`src/rtl/word_swap_responder_if.sv`:
```
// Word-stream bundle between a bench-side producer/checker and word_swap_responder.
// Pure wiring: no latency of its own.
// No backpressure signal; the producer watches full/count and the responder drops on overflow.
interface word_swap_responder_if #(
   parameter int DEPTH = 8
);
   localparam int CW = $clog2(DEPTH) + 1;

   logic          enable;
   logic [31:0]   din;
   logic [31:0]   dout;
   logic          valid;
   logic          full;
   logic [CW-1:0] count;
   logic          overflow;
   logic [15:0]   drop_cnt;

   // Producer / checker side
   modport master (
      output enable, din,
      input  dout, valid, full, count, overflow, drop_cnt
   );

   // Responder side
   modport slave (
      input  enable, din,
      output dout, valid, full, count, overflow, drop_cnt
   );
endinterface

```
`src/rtl/word_swap_responder.sv`:
```
// Buffers incoming 32-bit words in a DEPTH-entry FIFO and re-emits them half-swapped, at most one per GAP edges.
// Latency: one cycle from capture into an empty FIFO to the valid pulse (no same-cycle bypass).
// Backpressure: none upstream; a word offered while full is dropped unless a pop frees a slot on that edge.
module word_swap_responder #(
   parameter int DEPTH = 8,
   parameter int GAP   = 1
) (
   input  logic                 clk,
   input  logic                 rst,
   word_swap_responder_if.slave bus
);
   localparam int AW = $clog2(DEPTH);
   localparam int CW = AW + 1;
   localparam int GW = (GAP > 1) ? $clog2(GAP) : 1;

   localparam logic [AW-1:0] PTR_ONE  = AW'(1);
   localparam logic [CW-1:0] CNT_ONE  = CW'(1);
   localparam logic [CW-1:0] CNT_FULL = CW'(DEPTH);
   localparam logic [GW-1:0] GAP_LOAD = GW'(GAP - 1);
   localparam logic [GW-1:0] GAP_ONE  = GW'(1);

   typedef struct packed {
      logic [15:0] hi;
      logic [15:0] lo;
   } word_t;

   // IDLE/READY/HOLD are not stored; they are decoded from the gap counter and occupancy.
   typedef enum logic [1:0] {
      IDLE,
      READY,
      HOLD
   } phase_t;

   // Storage and pointers
   word_t         mem [DEPTH];
   logic [AW-1:0] wptr_q, rptr_q;
   logic [CW-1:0] count_q, count_d;
   logic          full_q, full_d;
   word_t         head;

   // Emitter state
   phase_t        phase;
   logic [GW-1:0] gap_q, gap_d;
   word_t         dout_q, dout_d;
   logic          valid_q, valid_d;
   logic          overflow_q, overflow_d;
   logic [15:0]   drop_q, drop_d;

   // Handshake decisions
   logic          pop, wr, drop;

   assign head = mem[rptr_q];

   // Decode the implicit phase: a running gap always holds, otherwise occupancy decides.
   always_comb begin
      phase = IDLE;
      if (gap_q != '0) begin
         phase = HOLD;
      end else if (count_q != '0) begin
         phase = READY;
      end
   end

   // Pop/write/drop decisions and next values for occupancy, emitter and sticky status.
   always_comb begin
      pop        = (phase == READY);
      wr         = bus.enable && (!full_q || pop);
      drop       = bus.enable && full_q && !pop;

      count_d    = count_q;
      gap_d      = gap_q;
      dout_d     = dout_q;
      valid_d    = 1'b0;
      overflow_d = overflow_q;
      drop_d     = drop_q;

      if (wr && !pop) begin
         count_d = count_q + CNT_ONE;
      end else if (pop && !wr) begin
         count_d = count_q - CNT_ONE;
      end
      full_d = (count_d == CNT_FULL);

      if (pop) begin
         dout_d.hi = head.lo;
         dout_d.lo = head.hi;
         valid_d   = 1'b1;
         gap_d     = GAP_LOAD;
      end else if (gap_q != '0) begin
         gap_d = gap_q - GAP_ONE;
      end

      if (drop) begin
         overflow_d = 1'b1;
         if (drop_q != 16'hFFFF) begin
            drop_d = drop_q + 16'd1;
         end
      end
   end

   // State registers; reset wins over any same-edge write or pop.
   always_ff @(posedge clk) begin
      if (rst) begin
         wptr_q     <= '0;
         rptr_q     <= '0;
         count_q    <= '0;
         full_q     <= 1'b0;
         gap_q      <= '0;
         dout_q     <= '0;
         valid_q    <= 1'b0;
         overflow_q <= 1'b0;
         drop_q     <= '0;
      end else begin
         if (wr) begin
            wptr_q <= wptr_q + PTR_ONE;
         end
         if (pop) begin
            rptr_q <= rptr_q + PTR_ONE;
         end
         count_q    <= count_d;
         full_q     <= full_d;
         gap_q      <= gap_d;
         dout_q     <= dout_d;
         valid_q    <= valid_d;
         overflow_q <= overflow_d;
         drop_q     <= drop_d;
      end
   end

   // Word storage; contents need no reset because the pointers define what is live.
   always_ff @(posedge clk) begin
      if (wr && !rst) begin
         mem[wptr_q] <= bus.din;
      end
   end

   assign bus.dout     = dout_q;
   assign bus.valid    = valid_q;
   assign bus.full     = full_q;
   assign bus.count    = count_q;
   assign bus.overflow = overflow_q;
   assign bus.drop_cnt = drop_q;
endmodule

```
`src/flat_wrapper.sv`:
```
// flat-port wrapper written by rule: the top's interface ports become plain ports
module word_swap_responder_flat 
#(
   parameter int DEPTH = 8,
   parameter int GAP   = 1
)
  (clk, rst, bus_enable, bus_din, bus_dout, bus_valid, bus_full, bus_count, bus_overflow, bus_drop_cnt);
  word_swap_responder_if #(.DEPTH(DEPTH)) bus_i ();
  input  logic clk;
  input  logic rst;
  input wire logic [$bits(bus_i.enable)-1:0] bus_enable;
  input wire logic [$bits(bus_i.din)-1:0] bus_din;
  output wire logic [$bits(bus_i.dout)-1:0] bus_dout;
  output wire logic [$bits(bus_i.valid)-1:0] bus_valid;
  output wire logic [$bits(bus_i.full)-1:0] bus_full;
  output wire logic [$bits(bus_i.count)-1:0] bus_count;
  output wire logic [$bits(bus_i.overflow)-1:0] bus_overflow;
  output wire logic [$bits(bus_i.drop_cnt)-1:0] bus_drop_cnt;
  assign bus_i.enable = bus_enable;
  assign bus_i.din = bus_din;
  assign bus_dout = bus_i.dout;
  assign bus_valid = bus_i.valid;
  assign bus_full = bus_i.full;
  assign bus_count = bus_i.count;
  assign bus_overflow = bus_i.overflow;
  assign bus_drop_cnt = bus_i.drop_cnt;
  word_swap_responder #(.DEPTH(DEPTH), .GAP(GAP)) u_core (.clk(clk), .rst(rst), .bus(bus_i));
endmodule
```
`config.mk`:
```
export PLATFORM = sky130hd
export DESIGN_NAME = word_swap_responder_flat
export DESIGN_NICKNAME = d
export VERILOG_FILES = /design/src/rtl/word_swap_responder_if.sv /design/src/rtl/word_swap_responder.sv /design/src/flat_wrapper.sv
export SDC_FILE = /design/constraint.sdc
export NUM_CORES = 1
export LEC_CHECK = 0
export BUFFER_PORTS_ARGS = -buffer_cell sky130_fd_sc_hd__buf_2
export CORE_UTILIZATION = 30
export CTS_CLUSTER_DIAMETER = 40
export DETAILED_ROUTE_END_ITERATION = 7
export HOLD_SLACK_MARGIN = 0.08
export MAX_ROUTING_LAYER = met4
export SYNTH_ARGS = -nofsm -noshare
export SYNTH_HDL_FRONTEND = slang
export SYNTH_SLANG_ARGS = --single-unit
```
`constraint.sdc`:
```
create_clock -name clk -period 5.2 [get_ports clk]
set_input_delay 0.26 -clock clk [delete_from_list [all_inputs] [get_ports clk]]
set_output_delay 0.26 -clock clk [all_outputs]
set_load 0.02 [all_outputs]
```
==> results.cfg <==
[synthesis]
ys_top_cells_by_count = edfxtp_1 (256), nor2_1 (68), mux4_2 (64)
syn_inst = 668
synth_top_family_by_area = multiplexers
post-synth-top-area-cell = edfxtp_1
synth_edf_count = 256
ys_async_sr_fraction_pct = 0
yosysMostFrequentCell = edfxtp_1
ys_types = 53
synth.area.top_cells = edfxtp_1 (63%), mux4_2 (12%), dfxtp_1 (10%), mux2i_1 (2.9%), a211oi_1 (2.3%)
ys.flop_type = edfxtp_1
yosysSeqAreaShare_pct = 73.0
synth-simple-area-share_pct = 4.76
syn_area_per_cell_sq_um = 18.3
synth_nets = 708
synth_compound_area_share_pct = 3.78
ys_warn_count = 0
synth.cell_area_sq_um = 12200
synth.area.mux_share_pct = 14.8
synth_xor_area_share_pct = 1.22
synth_fa_ha_area_share_pct = 0.511
ys_ff_latch = 318
yosys.area.top_type_share_pct = 62.8

[grt]
antenna_found_initial = 1
grt_overflow = 0
grt_max_degree = 74
grt_pass1_vias = 6452
grt_pass1_wl_um = 38700
grt_usage_pct = 12.6

[drt]
drc_errors = 0
vias = 6269
wl_per_cell_um = 18.4
final_antenna_net_count = 0
avgViaCountPerCell = 4.61
dr.pass1.iters = 4
drt-total-wl_um = 25000
drt_iter0_drc = 427

[setup_path]
worstPathMaxFanout = 32
cp_data_required_time_ns = 5.33
reg2reg_to = u_core.mem[3][2]$_DFFE_PP_
cpMostUsedCell = nor2_4
worstReg2RegStart = u_core.bus.count[0]$_SDFF_PP0_
cp-end-kind = flop
cp_slowest_stage_delay_ns = 0.96
crit_slowest_cell = nor2_4
reg2reg_slack_ns = 1.87
start_kind = flop
crit_type = reg2reg
cp_cell_sequence = inv_1 -> ha_1 -> nor3b_2 -> nor2_4 -> o21ai_0 -> or3b_2 -> nor2_4
arrival_ns = 3.46
reg2reg_depth = 7

[placement]
place_congestion = 0.777
dpl_cell_area_sq_um = 13300
place_hpwl_um = 14000
dp.cells = 1250
portBuffers = 89

[timing]
period_share_pct = 64.0
clock_skew_ns = 0.0170
period_needed_ns = 3.33
finalSetupViolCount = 0
rsz0062_at_grt = no
finalSetupTns_ns = 0
tightest_slew_ns = 1.20
drv_slew = 0
hold_violations = 0
max_freq_ghz = 0.300
slew_headroom_pct = 20.0

[hold_path]
hp-class = in2reg
hold_depth = 3
hp-start = bus_enable
holdPathEnd = u_core.bus.count[1]$_SDFF_PP0_

[clocking]
clock_latency_ns = 0.53
htree_num_levels = 2
root_buffer = clkbuf_16
cts_setup_buffers = 0
clk_pin_slew_ns = 0.05
numCtsBuffers = 41
cts.sinks = 318
cts.path.max_buffers = 3
cts_tree = done

[finish]
design_area_sq_um = 15000
finalNonFillerCells = 1359
drive_above_1_share_pct = 30.4
nets = 840
area_delta_synth_final_pct = 22.7

[die]
core_sq_um = 40000
io_pins = 90
rows = 73
dieArea_sq_um = 41600
start_util_pct = 30.6
dieWidth_um = 204
die_h_um = 204

[run]
maxCapViolCount = 0

[pwr]
p_per_area_nw_per_um2 = 447
vdd_ir_drop_max_mv = 0.262
power.leakage_nw = 4.89

[status]
status = complete, no violations
-- metal layers --
metal / track usage, % / up-vias / part of all wire [%]
met5: - / - / 0
met4: 3.60 / 0 / 1.6
met3: 2.50 / 32 / 4.9
met2: 19.6 / 137 / 47
met1: 16.7 / 3160 / 46
li1: - / 2940 / -
-- per-stage QoR --
step | setup WS, ns | hold slack, ns | util (%) | total power [mW]
3_3_place_gp | 1.89 | 0.430 | 33.1 | 3.85
4_1_cts | 1.77 | 0.157 | 37.5 | 6.81
5_1_grt | 1.62 | 0.200 | 37.5 | 7.00
2_1_floorplan | 0.679 | 0.359 | - | 3.62
6_report | 1.87 | 0.194 | 37.5 | 6.71
3_5_place_dp | 1.78 | 0.441 | 33.1 | 3.87
-- power breakdown --
| part | leakage, nW | internal [mW] | switching [mW] |
|---|---|---|---|
| clock | 0.703 | 1.78 | 1.12 |
| sequential | 2.82 | 2.86 | 0.154 |
| combinational | 1.36 | 0.388 | 0.406 |
-- sequential cells by signal (all words and copies together), names as in the netlist --
| signal | count |
|---|---|
| u_core.gap_q | 1 |
| u_core.bus.overflow | 1 |
| u_core.bus.drop_cnt | 16 |
| u_core.rptr_q | 3 |
| u_core.bus.valid | 1 |
| u_core.bus.full | 1 |
| u_core.mem | 256 |
| u_core.bus.count | 4 |
| u_core.wptr_q | 3 |
| u_core.bus.dout | 32 |
-- kinds of logic (layout without fill, tap and decap cells) --
kind of cell | after synthesis | count (layout)
other | 1 | 2
and+or+nand+nor | 118 | 118
AOI/OAI and AO/OA | 62 | 62
muxes | 101 | 101
DFF | 318 | 318
xor gates and xnor gates | 17 | 17
adders and majority gates | 5 | 5
buffers and inverters | 46 | 211
-- layout make-up --
cell class / instances / area (sq um)
fill: 3718 / 25000
sequential: 318 / 8940
multi-input combinational: 304 / 3140
clock buffer: 51 / 1130
timing repair buffer: 127 / 811
tap: 525 / 657
clock inverter: 25 / 305
inverter: 8 / 30.0
antenna: 1 / 2.50
-- what timing repair did --
action	in CTS	in global routing
endpoints found under the hold margin	256	0
gates resized for setup	0	0
hold buffers	32	0
-- cells in the final DEF (no fill, tap or decap), types with 4 or more instances in the layout --
cell type / synthesis / final
xnor2_1: 12 / 12
buf_2: 8 / 89
nor3_1: 6 / 4
nand2b_1: 4 / 4
bufinv_16: 0 / 4
dfxtp_1: 62 / 59
inv_6: 0 / 6
nand2_1: 13 / 13
a211oi_1: 37 / 37
mux2i_1: 36 / 36
inv_8: 0 / 4
xor2_1: 5 / 5
clkbuf_16: 0 / 43
clkinv_4: 0 / 5
clkbuf_1: 13 / 6
ha_1: 5 / 5
dlygate4sd3_1: 0 / 32
nor2_1: 68 / 61
a21oi_1: 9 / 9
nor2_4: 0 / 7
clkinv_2: 0 / 4
inv_1: 8 / 8
nand3_1: 4 / 4
edfxtp_1: 256 / 256
mux4_2: 64 / 64
buf_4: 5 / 6
-- worst max-delay path: cells and delay by family, from the launching register on --
| kind | cells | cell delay, ns |
|---|---|---|
| buffers and inverters | 1 | 0.11 |
| adder cells (fa/ha/maj) | 1 | 0.25 |
| flip-flops | 1 | 0.47 |
| AND/OR/NAND/NOR | 4 | 1.89 |
| AO/OA/AOI/OAI | 1 | 0.20 |
-- worst max path at each step --
stage / startpoint / to / depth (start not counted)
floorplan: u_core.bus.count[0]$_SDFF_PP0_ / u_core.mem[1][0]$_DFFE_PP_ / 7
global placement: u_core.bus.count[0]$_SDFF_PP0_ / u_core.mem[3][9]$_DFFE_PP_ / 7
detailed placement: u_core.bus.count[0]$_SDFF_PP0_ / u_core.mem[3][7]$_DFFE_PP_ / 7
CTS: u_core.bus.count[0]$_SDFF_PP0_ / u_core.mem[3][7]$_DFFE_PP_ / 7
global route: u_core.bus.count[0]$_SDFF_PP0_ / u_core.mem[3][7]$_DFFE_PP_ / 7
finish: u_core.bus.count[0]$_SDFF_PP0_ / u_core.mem[3][2]$_DFFE_PP_ / 7
(Power assumes the default switching activity.)
